--- config.mk ---
export PLATFORM = sky130hd
export DESIGN_NAME = mp64_clkgate_ctrl
export DESIGN_NICKNAME = d
export VERILOG_FILES = /design/src/rtl/mp64_clkgate_ctrl.sv
export SDC_FILE = /design/constraint.sdc
export NUM_CORES = 1
export LEC_CHECK = 0
export BUFFER_PORTS_ARGS = -buffer_cell sky130_fd_sc_hd__clkbuf_2
export CAP_MARGIN = 20
export CORE_MARGIN = 4
export CORE_UTILIZATION = 60
export CTS_BUF_LIST = sky130_fd_sc_hd__clkbuf_8
export DETAILED_ROUTE_END_ITERATION = 8
export GPL_ROUTABILITY_DRIVEN = 0
export PLACE_DENSITY = 0.82
export SKIP_CTS_REPAIR_TIMING = 1
export SYNTH_ARGS = -nofsm -noshare
export SYNTH_HDL_FRONTEND = slang
export SYNTH_SLANG_ARGS = --single-unit
--- constraint.sdc ---
create_clock -name clk -period 4.52 [get_ports clk]
set_input_delay 0.452 -clock clk [delete_from_list [all_inputs] [get_ports clk]]
set_output_delay 0.452 -clock clk [all_outputs]
set_load 0.02 [all_outputs]
--- src/rtl/mp64_clkgate_ctrl.sv ---
// mp64_clkgate_ctrl: idle-qualified clock gate controller with wake settle and gated-cycle statistics
module mp64_clkgate_ctrl #(
  parameter int IDLE_CYCLES = 16,
  parameter int WAKE_CYCLES = 2
) (
  input  logic        clk,
  input  logic        rst,
  input  logic        busy,
  input  logic        sleep_req,
  input  logic        wake_req,
  input  logic        force_on,
  input  logic        clr_stats,
  output logic        gate_en,
  output logic        sleep_ack,
  output logic        awake,
  output logic [1:0]  state,
  output logic [31:0] gated_cycles
);
  localparam logic [1:0] RUN   = 2'd0;
  localparam logic [1:0] COUNT = 2'd1;
  localparam logic [1:0] GATED = 2'd2;
  localparam logic [1:0] WAKE  = 2'd3;
  localparam logic [7:0] IDLE_LAST = 8'(IDLE_CYCLES - 1);
  localparam logic [7:0] WAKE_LAST = 8'(WAKE_CYCLES - 1);
  logic [1:0]  state_q, state_d;
  logic [7:0]  cnt_q, cnt_d;
  logic [31:0] gated_cycles_q, gated_cycles_d;
  logic        abort;
  // Any reason to keep or bring back the clock; also the exact complement of the sleep entry condition
  assign abort = busy | ~sleep_req | force_on | wake_req;
  // Next-state: idle qualification in COUNT, unconditional settle countdown in WAKE
  always_comb begin
    state_d = state_q;
    cnt_d   = cnt_q;
    case (state_q)
      RUN: if (!abort) begin
        state_d = COUNT;
        cnt_d   = '0;
      end
      COUNT: if (abort) begin
        state_d = RUN;
        cnt_d   = '0;
      end else if (cnt_q == IDLE_LAST) state_d = GATED;
      else cnt_d = cnt_q + 8'd1;
      GATED: if (abort) begin
        state_d = WAKE;
        cnt_d   = '0;
      end
      default: if (cnt_q == WAKE_LAST) begin
        state_d = RUN;
        cnt_d   = '0;
      end else cnt_d = cnt_q + 8'd1;
    endcase
  end
  // Saturating residency counter; clear wins over increment
  always_comb begin
    gated_cycles_d = clr_stats ? '0 :
                     (state_q == GATED && !(&gated_cycles_q)) ? gated_cycles_q + 32'd1 :
                     gated_cycles_q;
  end
  // State registers; reset forces RUN so the clock is re-enabled without a settle phase
  always_ff @(posedge clk or posedge rst) begin
    if (rst) begin
      state_q        <= RUN;
      cnt_q          <= '0;
      gated_cycles_q <= '0;
    end else begin
      state_q        <= state_d;
      cnt_q          <= cnt_d;
      gated_cycles_q <= gated_cycles_d;
    end
  end
  assign gate_en      = state_q != GATED;
  assign sleep_ack    = state_q == GATED;
  assign awake        = ~state_q[1];
  assign state        = state_q;
  assign gated_cycles = gated_cycles_q;
endmodule

-- Word level (Yosys, flattened, before mapping)
Index checks and enable logic that the tools add are counted.
W data, S select, Z words.
- register bits after elaboration: 42
- input port bits: 7
- output and inout bits: 37
- $add $sub $neg: 2
- equal/unequal tests: 9
- muxes and demuxes: 14
- bitwise gates (word level): 5
- reduce and logical (&&, ||, !) cells: 8
- operator list (operator ; number):
    $mux W32 ; 2
    $mux W8 ; 5
    $add A32 B1 Y32 const B ; 1
    $reduce_and A32 Y1 ; 1
    $pmux W8 S3 ; 1
    $mux W2 ; 5
    $add A8 B1 Y8 const B ; 1
    $eq A8 B1 Y1 const B ; 1
    $eq A8 B4 Y1 const B ; 1
    $ne A3 B3 Y1 const B ; 2
    $pmux W2 S3 ; 1
    $ne A2 B2 Y1 const B ; 2
    $reduce_and A4 Y1 ; 1
    $reduce_bool A4 Y1 ; 1
    $or A1 B1 Y1 ; 3
    $reduce_and A3 Y1 ; 1
    $eq A2 B1 Y1 const B ; 1
    $eq A2 B2 Y1 const B ; 1
    $logic_not A2 Y1 ; 1
    $ne A2 B1 Y1 const B ; 1
    $not A1 Y1 ; 2
    $reduce_bool A2 Y1 ; 1
    $logic_and A1 B1 Y1 ; 1
    $logic_not A1 Y1 ; 1

-- Depth between registers and ports, before layout
Gate-level depths: netlist of run 1.
- depth in word-level cells: 6
- depth in mapped cells: 8
- depth with buffers taken out: 6

-- Worst setup path before layout of run 1
OpenSTA, ideal clock, no wires.
- path kind: flip-flop to flip-flop
- start: reg state_q[0], in the netlist state[0]
- end: reg gated_cycles_q[31], in the netlist gated_cycles[31]
- library setup time: 0.125 ns
- arrival time: 2.034 ns
- path slack: 2.362 ns
- cell stages (with the launch flop): 9
- path through: dfrtp_1 buf_6 nand2b_1 buf_4 clkinv_1 nand4_1 a211oi_4 and2_1 mux2_2
- longest elaborated chain between the ends: 3
- ends and longest elaborated chain (item ; line ; source):
    start: declaration ; 25 ; logic [1:0] state_q, state_d;
    start signal: assignment ; 68 ; state_q <= state_d;
    $eq A2 B2 Y1 ; - ;
    via sleep_ack ; 14 ; output logic sleep_ack,
    $logic_and A1 B1 Y1 ; 58 ; (state_q == GATED && !(&gated_cycles_q)) ? gated_cycles_q + 32'd1 :
    $reduce_bool A2 Y1 (no line) ; - ;
    end signal: assignment ; 70 ; gated_cycles_q <= gated_cycles_d;
    end: declaration ; 27 ; logic [31:0] gated_cycles_q, gated_cycles_d;
The timed path passes the listed nets, and every way through them passes these cells.
A chain may end at the register's enable or synchronous reset.

-- Worst setup path after layout of run 1
- start: reg gated_cycles_q[19], in the netlist gated_cycles[19]
- end: reg gated_cycles_q[11], in the netlist gated_cycles[11]
- longest elaborated chain between the ends: 4
- ends and longest elaborated chain (item ; line):
    $reduce_and A32 Y1 ; 58
    $logic_not A1 Y1 ; 58
    $logic_and A1 B1 Y1 ; 58
    $reduce_bool A2 Y1 (no line) ; -
No other way between the ends.

==> results of run 1 <==
## power by group
group	internal (mW)	leakage [nW]	switching, mW
combinational	0.0140	0.589	0.0333
sequential	0.379	0.585	0.00598
clock	0.121	0.0524	0.130
total	0.514	1.23	0.169
## critical path, delay by kind of cell, from the launching register on
family             cells  cell delay, ns
muxes                  1            0.28
AOI/OAI and AO/OA      1            0.44
DFF                    1            0.43
and+or+nand+nor        3            1.16
## area by class of cell
| cell class | count | area, um2 |
|---|---|---|
| clock buffers | 6 | 82.6 |
| clock inverters | 2 | 8.76 |
| fillers | 327 | 1230 |
| inverters | 9 | 33.8 |
| multi-input cells | 203 | 1310 |
| flip-flops and latches | 42 | 1050 |
| well taps | 50 | 62.6 |
| repair buffers | 44 | 223 |
## placed cells by master (no fill, tap or decap), drive strengths merged, types with 2 or more instances in the layout
cell     instances
nand3           17
clkinv           2
and2             3
a211oi           5
and3             5
clkbuf          49
nand4           17
and4             7
xor2             7
dfrtp           42
nor2b            6
o21ai           10
mux2             7
nor4b            2
inv              9
mux2i            2
ha               3
nor2            40
nand2           17
a2111oi          3
or3              6
a21oi            9
nor4            10
xnor2           17
## metal layers
| metal | routed length (um) | GRT usage (%) | vias to the layer above | part of all wire (%) |
|---|---|---|---|---|
| met5 | 0 | 0 | - | 0 |
| met4 | 113 | 10.2 | 0 | 2.1 |
| met3 | 316 | 5.96 | 11 | 6.0 |
| met2 | 2390 | 32.5 | 70 | 45 |
| met1 | 2450 | 30.6 | 1013 | 46 |
| li1 | - | - | 1026 | - |
## through the flow
stage          util [%]  hold WS [ns]  total power, mW
3_3_place_gp       67.0         0.522            0.439
4_1_cts            69.3         0.259            0.690
5_1_grt            69.3         0.306            0.710
3_5_place_dp       67.0         0.553            0.440
2_1_floorplan         -         0.492            0.428
6_report           69.3         0.245            0.683
## logic make-up (layout without fill, tap and decap cells)
| kind of cell | after synthesis | count (layout) | synth area share (%) |
|---|---|---|---|
| fa+ha+maj | 3 | 3 | 1.50 |
| buf+inv | 23 | 61 | 5.46 |
| simple gates | 135 | 135 | 29.5 |
| flops | 42 | 42 | 42.1 |
| mux | 9 | 9 | 4.11 |
| compound gates | 32 | 32 | 8.92 |
| xor+xnor | 24 | 24 | 8.42 |
## worst max path at each step
stage | startpoint | endpoint | slack, ns
4_1_cts | gated_cycles[19] | gated_cycles[11] | 2.14
5_1_grt | gated_cycles[19] | gated_cycles[11] | 1.90
2_1_floorplan | state[0] | gated_cycles[31] | 2.36
3_5_place_dp | gated_cycles[19] | gated_cycles[11] | 2.16
6_report | gated_cycles[19] | gated_cycles[11] | 2.11
3_3_place_gp | gated_cycles[19] | gated_cycles[11] | 2.23
## registers in the layout (all words and copies together) (netlist names)
signal / cells
gated_cycles: 32
cnt_q: 8
state: 2
==> run summary, run 1 <==
The worst setup path is launched from a register. The endpoint identified for the worst register-to-register timing path is gated_cycles[11]. Synthesis handed over a netlist of 268 instances. In this run the tightest slew margin relative to its limit is 51.0%. The slowest stage of the critical path is the and4bb_1 cell. The tree built by TritonCTS fans out to 42 sinks. Data on the critical path arrives at its endpoint at 2.61 ns.

Estimated wirelength of the detail-placed design: 3690 um. First-pass GRT wire length: 9100 um. Number of antenna violations at the first check in global routing: 0. For the final standard cell count with taps included and fillers excluded, the log shows 356. The leakage power figure was 1.23 nW; the number of nets in the synthesized netlist was 278.

Between clock sinks in the finished design, the worst skew comes to 0.00596 ns. The placed standard-cell area came out at 0.00268 mm2. The startpoint identified for the worst register-to-register timing path is gated_cycles[19].

The commonest cells after synthesis are dfrtp_1 (42), nor2_1 (40), nand2_1 (17), nand3_1 (17), xnor2_1 (17). Sorting the synthesized cells by area gives the leading types as dfrtp_1 (42%), nor2_1 (6.0%), xnor2_1 (6.0%). Of the cells placed in the final design, the portion with a size suffix greater than 1 is 21.9%. The length of the first detailed-routing pass in iterations came out at 4. After synthesis, the share of flip-flops with an asynchronous set or reset is 100%.

Global routing consumed, over all layers together, 22.1% of the routing resources. CTS built an H-tree with a depth of 2. Compared with the post-synthesis result, the final layout area differs by 11.0%. Clock latency of the later-clocked register in the worst-skew pair: 0.30 ns.

The largest area contributor in the netlist was dfrtp_1. Detail-routed via count per cell: 5.96. The worst setup path is of the register to register kind. The tools report the top achievable clock speed as 414 MHz. Setup repair after global routing left no endpoint under its margin. The total negative slack for setup checks came out at 0 ns. After synthesis, the largest area contributor takes up 42.1% of total cell area.

The number of placement rows is 23, and the overall via count from detail_route is 2120. The detailed router finished its first iteration with 114 violations. Averaged over all synthesized cells, the footprint is 9.32 um2. Number of buffers inserted by port buffering: 43. The tools report the critical path endpoint category as a register. Dividing total power by cell area gives a power density of 246 mW/mm2.

For this run, the leading register cell type out of synthesis is dfrtp_1. Traced cell by cell, the critical path runs through and4_1 -> and4bb_1 -> a21o_1 -> nor4_1 -> mux2_2. The smallest clock period supported by the final layout is computed as 2.41 ns. The post-route fraction of the period consumed by the critical path works out to 53.4%. The post-detailed-routing wire length was 5270 um. The number of enable-type register cells in the synthesized netlist came out at 0. In the final design database the tool counted 315 nets.

After synthesis the netlist holds a flip-flop and latch count of 42. The worst path setup slack after routing was 2.11 ns. The average wire length per cell after detail routing was 14.8 um; the clock-pin transition on the worst setup and hold timing paths was 0.08 ns.

The tools report the leftover overflow at the end of global routing as 0. The design area was 0.00277 mm2; the horizontal die dimension was 72.5 um. The path class of the tightest hold or removal check is input port to async pin. Entering global routing, the biggest net connects 43 pins.

TritonCTS built the clock tree. The depth of the worst register-to-register path was 5; the remaining number of nets flagged by the antenna check after routing was 0. Delay of the slowest cell on the worst path: 0.66 ns. At the placement stage, the worst setup path has a slack of 2.16 ns. The run finished with clean final reports. The placeable core area was 0.00400 mm2; the biggest fanout along the worst timing path was 16. The tools report the number of cells after detailed placement as 348. The run gives 62.4% as the initial core utilization. Summing the sequential cell areas from Yosys gives 42.1% of the chip area. The worst supply voltage drop on vdd is 189 uV, and the chip height is 72.5 um. 0 antenna diodes ended up in the layout.

Summing every instance area after synthesis gives 0.00250 mm2. The tools report the TritonCTS buffer count as 5. For flop-to-flop paths, the worst setup slack is 2.11 ns. During synthesis, Yosys emitted a total of 0 warnings.

By instance count, the leading cell after synthesis is dfrtp_1. The transition at the pin with the smallest max-transition slack was 0.735 ns. Across the run, the number of max-cap violations was 0. The final number of max-transition violations is 0, and the data required time at the worst endpoint is 4.71 ns. The buffer depth of the longest clock path was 2. The post-synthesis cell type count was 44; the number of hold violations in the final report was 0. Setup violations remaining at the end of the flow were counted as 0. In the routed design, unresolved DRC markers number 0. The die covers 0.00526 mm2. The cell sitting at the root of the clock tree is a clkbuf_8.

For the via count of the first global-routing pass, the log shows 1995. The boundary pin count was 44.
Power figures use the tool's default switching activity.
==> inputs of run 2 (changes only) <==
--- a/config.mk
+++ b/config.mk
@@ -5,14 +5,15 @@
 export SDC_FILE = /design/constraint.sdc
 export NUM_CORES = 1
 export LEC_CHECK = 0
+export ABC_AREA = 1
 export BUFFER_PORTS_ARGS = -buffer_cell sky130_fd_sc_hd__clkbuf_2
 export CAP_MARGIN = 20
 export CORE_MARGIN = 4
-export CORE_UTILIZATION = 60
+export CORE_UTILIZATION = 59
 export CTS_BUF_LIST = sky130_fd_sc_hd__clkbuf_8
 export DETAILED_ROUTE_END_ITERATION = 8
 export GPL_ROUTABILITY_DRIVEN = 0
-export PLACE_DENSITY = 0.82
+export PLACE_DENSITY = 0.79
 export SKIP_CTS_REPAIR_TIMING = 1
 export SYNTH_ARGS = -nofsm -noshare
 export SYNTH_HDL_FRONTEND = slang
==> constraint.sdc (replaced) <==
create_clock -name clk -period 2.4 [get_ports clk]
set_input_delay 0.24 -clock clk [delete_from_list [all_inputs] [get_ports clk]]
set_output_delay 0.24 -clock clk [all_outputs]
set_load 0.02 [all_outputs]
==> run summary, run 2 <==
The number of buffers and inverters on the critical path is 1 (was 0), and the estimated wirelength of the detail-placed design is 5800 um (was 3690 um). The remaining number of nets flagged by the antenna check after routing was 0 (unchanged); the TritonCTS buffer count was 5 (unchanged). The run gives 457 (was 278) as the number of nets in the synthesized netlist. Net switching fraction of the power: 22.3% (was 24.8%).

Type of origin of the critical path: a register (unchanged). The post-route minimum period works out to 1.89 ns (was 2.41 ns). Crit-path cells: ha_1 -> nand2_2 -> nor2_8 -> nand2_4 -> nor2_8 -> a21oi_2 -> buf_4 -> nand4_1 -> nand2_1 (was and4_1 -> and4bb_1 -> a21o_1 -> nor4_1 -> mux2_2).

The average wire length per cell after detail routing came out at 13.9 um (was 14.8 um). The startpoint-to-endpoint class of the critical path is register to register (unchanged). The number of antenna violations at the first check in global routing came out at 0 (unchanged).

The tools report the number of hold violations in the final report as 0 (unchanged). The chip height is 78.3 um (was 72.5 um), and the flip-flop count of the largest register after layout is 32 (unchanged). Final setup skew: 0.00759 ns (was 0.00596 ns). The fraction of layout instances using a drive strength above 1 is 15.0% (was 21.9%).

The run gives 0.288 mW (was 0.169 mW) as the total net switching power. The transition at the pin with the smallest max-transition slack came out at 0.558 ns (was 0.735 ns). For the total routing resource utilization after global routing, the log shows 27.8% (was 22.1%). The die area was 0.00613 mm2 (was 0.00526 mm2); the final number of max-transition violations was 0 (unchanged).

The synthesis-to-finish area growth was 13.3% (was 11.0%); the clock latency of the later-clocked register in the worst-skew pair was 0.30 ns (about the same). The most common cell after layout, fill and taps aside was nand2_1 (was clkbuf_2). Critical path endpoint category: a register (unchanged). The via count of the first global-routing pass is 2923 (was 1995), and the share of total power in the clock network is 41.8% (was 36.8%). The largest net degree at the start of global routing came out at 43 (unchanged). The tools report the data arrival time of the critical path as 2.13 ns (was 2.61 ns). For the buffer depth of the longest clock path, the log shows 2 (unchanged). Cell family with the largest share of critical-path delay: simple AND/OR/NAND/NOR gates (unchanged). The run finished with clean final reports. Post-route fraction of the period consumed by the critical path: 78.6% (was 53.4%).

The most common cell in the netlist was nand2_1 (was dfrtp_1). Number of H-tree levels: 2 (unchanged). The setup-violating endpoint count in the final report is 0 (unchanged). The gate count after technology mapping is 447 (was 268), and the number of register bits inferred by synthesis is 42 (unchanged). The combinational cell fraction of total power was 3.5% (was 6.9%). The first-pass GRT wire length was 13700 um (was 9100 um); the number of buffers inserted by port buffering was 43 (unchanged). The tools report the normalized max-slew margin as 62.8% (was 51.0%). The number of placement rows is 25 (was 23). The tools report the library cell used as clock root buffer as clkbuf_8 (unchanged). Boundary pin count: 44 (unchanged). The leftover overflow at the end of global routing is 0 (unchanged), and the power density of the placed cells is 392 mW/mm2 (was 246 mW/mm2). For the register area share after synthesis, the log shows 36.1% (was 42.1%). The data required time at the worst endpoint was 2.64 ns (was 4.71 ns). The horizontal die dimension came out at 78.3 um (was 72.5 um). The tools report the post-synthesis cell type count as 32 (was 44). The power consumption is 1.29 mW (was 0.683 mW). The tools report the cell-internal power as 1.01 mW (was 0.514 mW). Largest area contributor in the netlist: dfrtp_1 (unchanged).

The run gives 503 (was 315) as the final-stage net count. The tools report the sequential group share of total power as 54.7% (was 56.3%). The biggest fanout along the worst timing path works out to 10 (was 16). The tools report the first-iteration detailed-routing DRC count as 286 (was 114). The antenna cell count is 0 (unchanged), and the top achievable clock speed is 530 MHz (was 414 MHz).

The number of remaining DRC errors was 0 (unchanged). Post-synth top cells: nand2_1 (178), nor2_1 (61), inv_1 (45), dfrtp_1 (42), nand3_1 (38) (was dfrtp_1 (42), nor2_1 (40), nand2_1 (17), nand3_1 (17), xnor2_1 (17)). The area share of the leading cell type in the synthesized netlist was 36.1% (was 42.1%). The post-synthesis instance area was 0.00291 mm2 (was 0.00250 mm2). The leakage power figure is 1.73 nW (was 1.23 nW), and the number of max-cap violations is 0 (unchanged). The tools report the total negative slack for setup checks as 0 ns (unchanged). Clock-pin transition on the worst setup and hold timing paths: 0.08 ns (about the same). The worst hold path class is input port to async pin (unchanged). Worst path setup slack after routing: 0.515 ns (was 2.11 ns). The placeable core area is 0.00475 mm2 (was 0.00400 mm2), and the detail-routed via count per cell is 5.47 (was 5.96).

The cell repeated most along the worst path was nor2_8. The synthesis warning total is 0 (unchanged), and the clock sink total is 42 (unchanged). The delay of the slowest cell on the worst path is 0.45 ns (was 0.66 ns), and the length of the first detailed-routing pass in iterations is 5 (was 4).

TritonCTS built the clock tree. The pre-CTS setup slack came out at 0.541 ns (was 2.16 ns). Number of enable-type register cells in the synthesized netlist: 0 (unchanged). The filler cell count in the final layout came out at 440 (was 327). Setup repair after global routing left no endpoint under its margin. Library cell contributing the largest single delay on the critical path: dfrtp_1 (was and4bb_1). Top library cells by usage in the layout, fill and taps aside: nand2_1 (178), nor2_1 (61), inv_1 (45), clkbuf_2 (43), dfrtp_1 (42) (was clkbuf_2 (43), dfrtp_1 (42), nor2_1 (40)).

The tools report the worst supply voltage drop on vdd as 284 uV (was 189 uV). For the final design utilization, the log shows 69.4% (was 69.3%). The fraction of registers with async set/reset works out to 100% (unchanged). The main flop type after synthesis was dfrtp_1 (unchanged).

Leading cell types by total area after synthesis: dfrtp_1 (36%), nand2_1 (23%), nor2_1 (7.9%) (was dfrtp_1 (42%), nor2_1 (6.0%), xnor2_1 (6.0%)). The post-synthesis average cell area is 6.52 um2 (was 9.32 um2). The tools report the post-detailed-routing wire length as 7800 um (was 5270 um). The overall via count from detail_route came out at 3066 (was 2120).

The initial core utilization was 61.3% (was 62.4%).
-- run 2: cell count changes in the layout (fill, tap and decap cells not counted), moves of 6 or more --
cell / previous run / this run
nand2_1: 17 / 178
inv_1: 9 / 45
nand3_1: 17 / 38
nor2_1: 40 / 61
xnor2_1: 17 / 3
nor4_1: 10 / 0
a21oi_1: 9 / 0
nand4_1: 16 / 25
mux2_2: 7 / 0
nor2b_1: 6 / 0
or3_1: 6 / 0
-- run 2: final cells by class --
| type | instances | area, um2 | share of cell area (%) |
|---|---|---|---|
| tap | 67 | 83.8 | 2.54 |
| timing repair buffer | 46 | 238 | 7.20 |
| inverter | 50 | 193 | 5.84 |
| clock buffer | 8 | 110 | 3.33 |
| sequential | 42 | 1050 | 31.8 |
| multi-input combinational | 348 | 1630 | 49.3 |
-- run 2: metrics by stage --
| step | instance area [um2] | std cells | hold slack (ns) |
|---|---|---|---|
| floorplan | 2910 | 447 | 0.386 |
| global placement | 3190 | 553 | 0.385 |
| detailed placement | 3190 | 553 | 0.387 |
| CTS | 3300 | 561 | 0.0698 |
| global route | 3300 | 561 | 0.115 |
| finish | 3300 | 561 | 0.0574 |
-- run 2: power by group through the flow --
stage,Sequential [mW],Clock [mW],Combinational [mW]
after global routing,0.707,0.585,0.0527
final,0.707,0.541,0.0459
after floorplan,0.721,0,0.0321
after CTS,0.707,0.550,0.0463
after global placement,0.721,0,0.0450
after detailed placement,0.721,0,0.0461
-- run 2: cell families (layout without fill, tap and decap cells) --
kind of cell / after synthesis / in the layout / share of synthesized area, %
AOI/OAI and AO/OA: 15 / 15 / 3.35
xor gates and xnor gates: 12 / 12 / 3.61
adders and majority gates: 3 / 3 / 1.29
buffers and inverters: 57 / 104 / 8.11
DFF: 42 / 42 / 36.1
and+or+nand+nor: 318 / 318 / 47.6
-- run 2: path summary, 6_finish.rpt --
path	depth (start not counted)	slack, ns	startpoint	end
max in group asynchronous	3	1.96	rst	gated_cycles[29]
min	3	0.06	rst	gated_cycles[27]
max reg2reg	9	0.51	gated_cycles[0]	gated_cycles[9]
max	9	0.51	gated_cycles[0]	gated_cycles[9]
min reg2reg	2	0.55	cnt_q[7]	cnt_q[7]
min in group clk	4	0.28	clr_stats	gated_cycles[10]
-- run 2: worst min-delay path, stage by stage --
cell and delay (ns):
clkbuf_2 0.08, inv_1 0.04, buf_4 0.46
-- run 2: routing by layer --
layer / global-route usage (%) / up-vias / part of all wire, %
met3: 3.90 / 12 / 7.2
met2: 46.6 / 135 / 47
met4: 9.27 / 0 / 1.5
met1: 37.1 / 1416 / 44
li1: - / 1503 / -
met5: 0 / - / 0
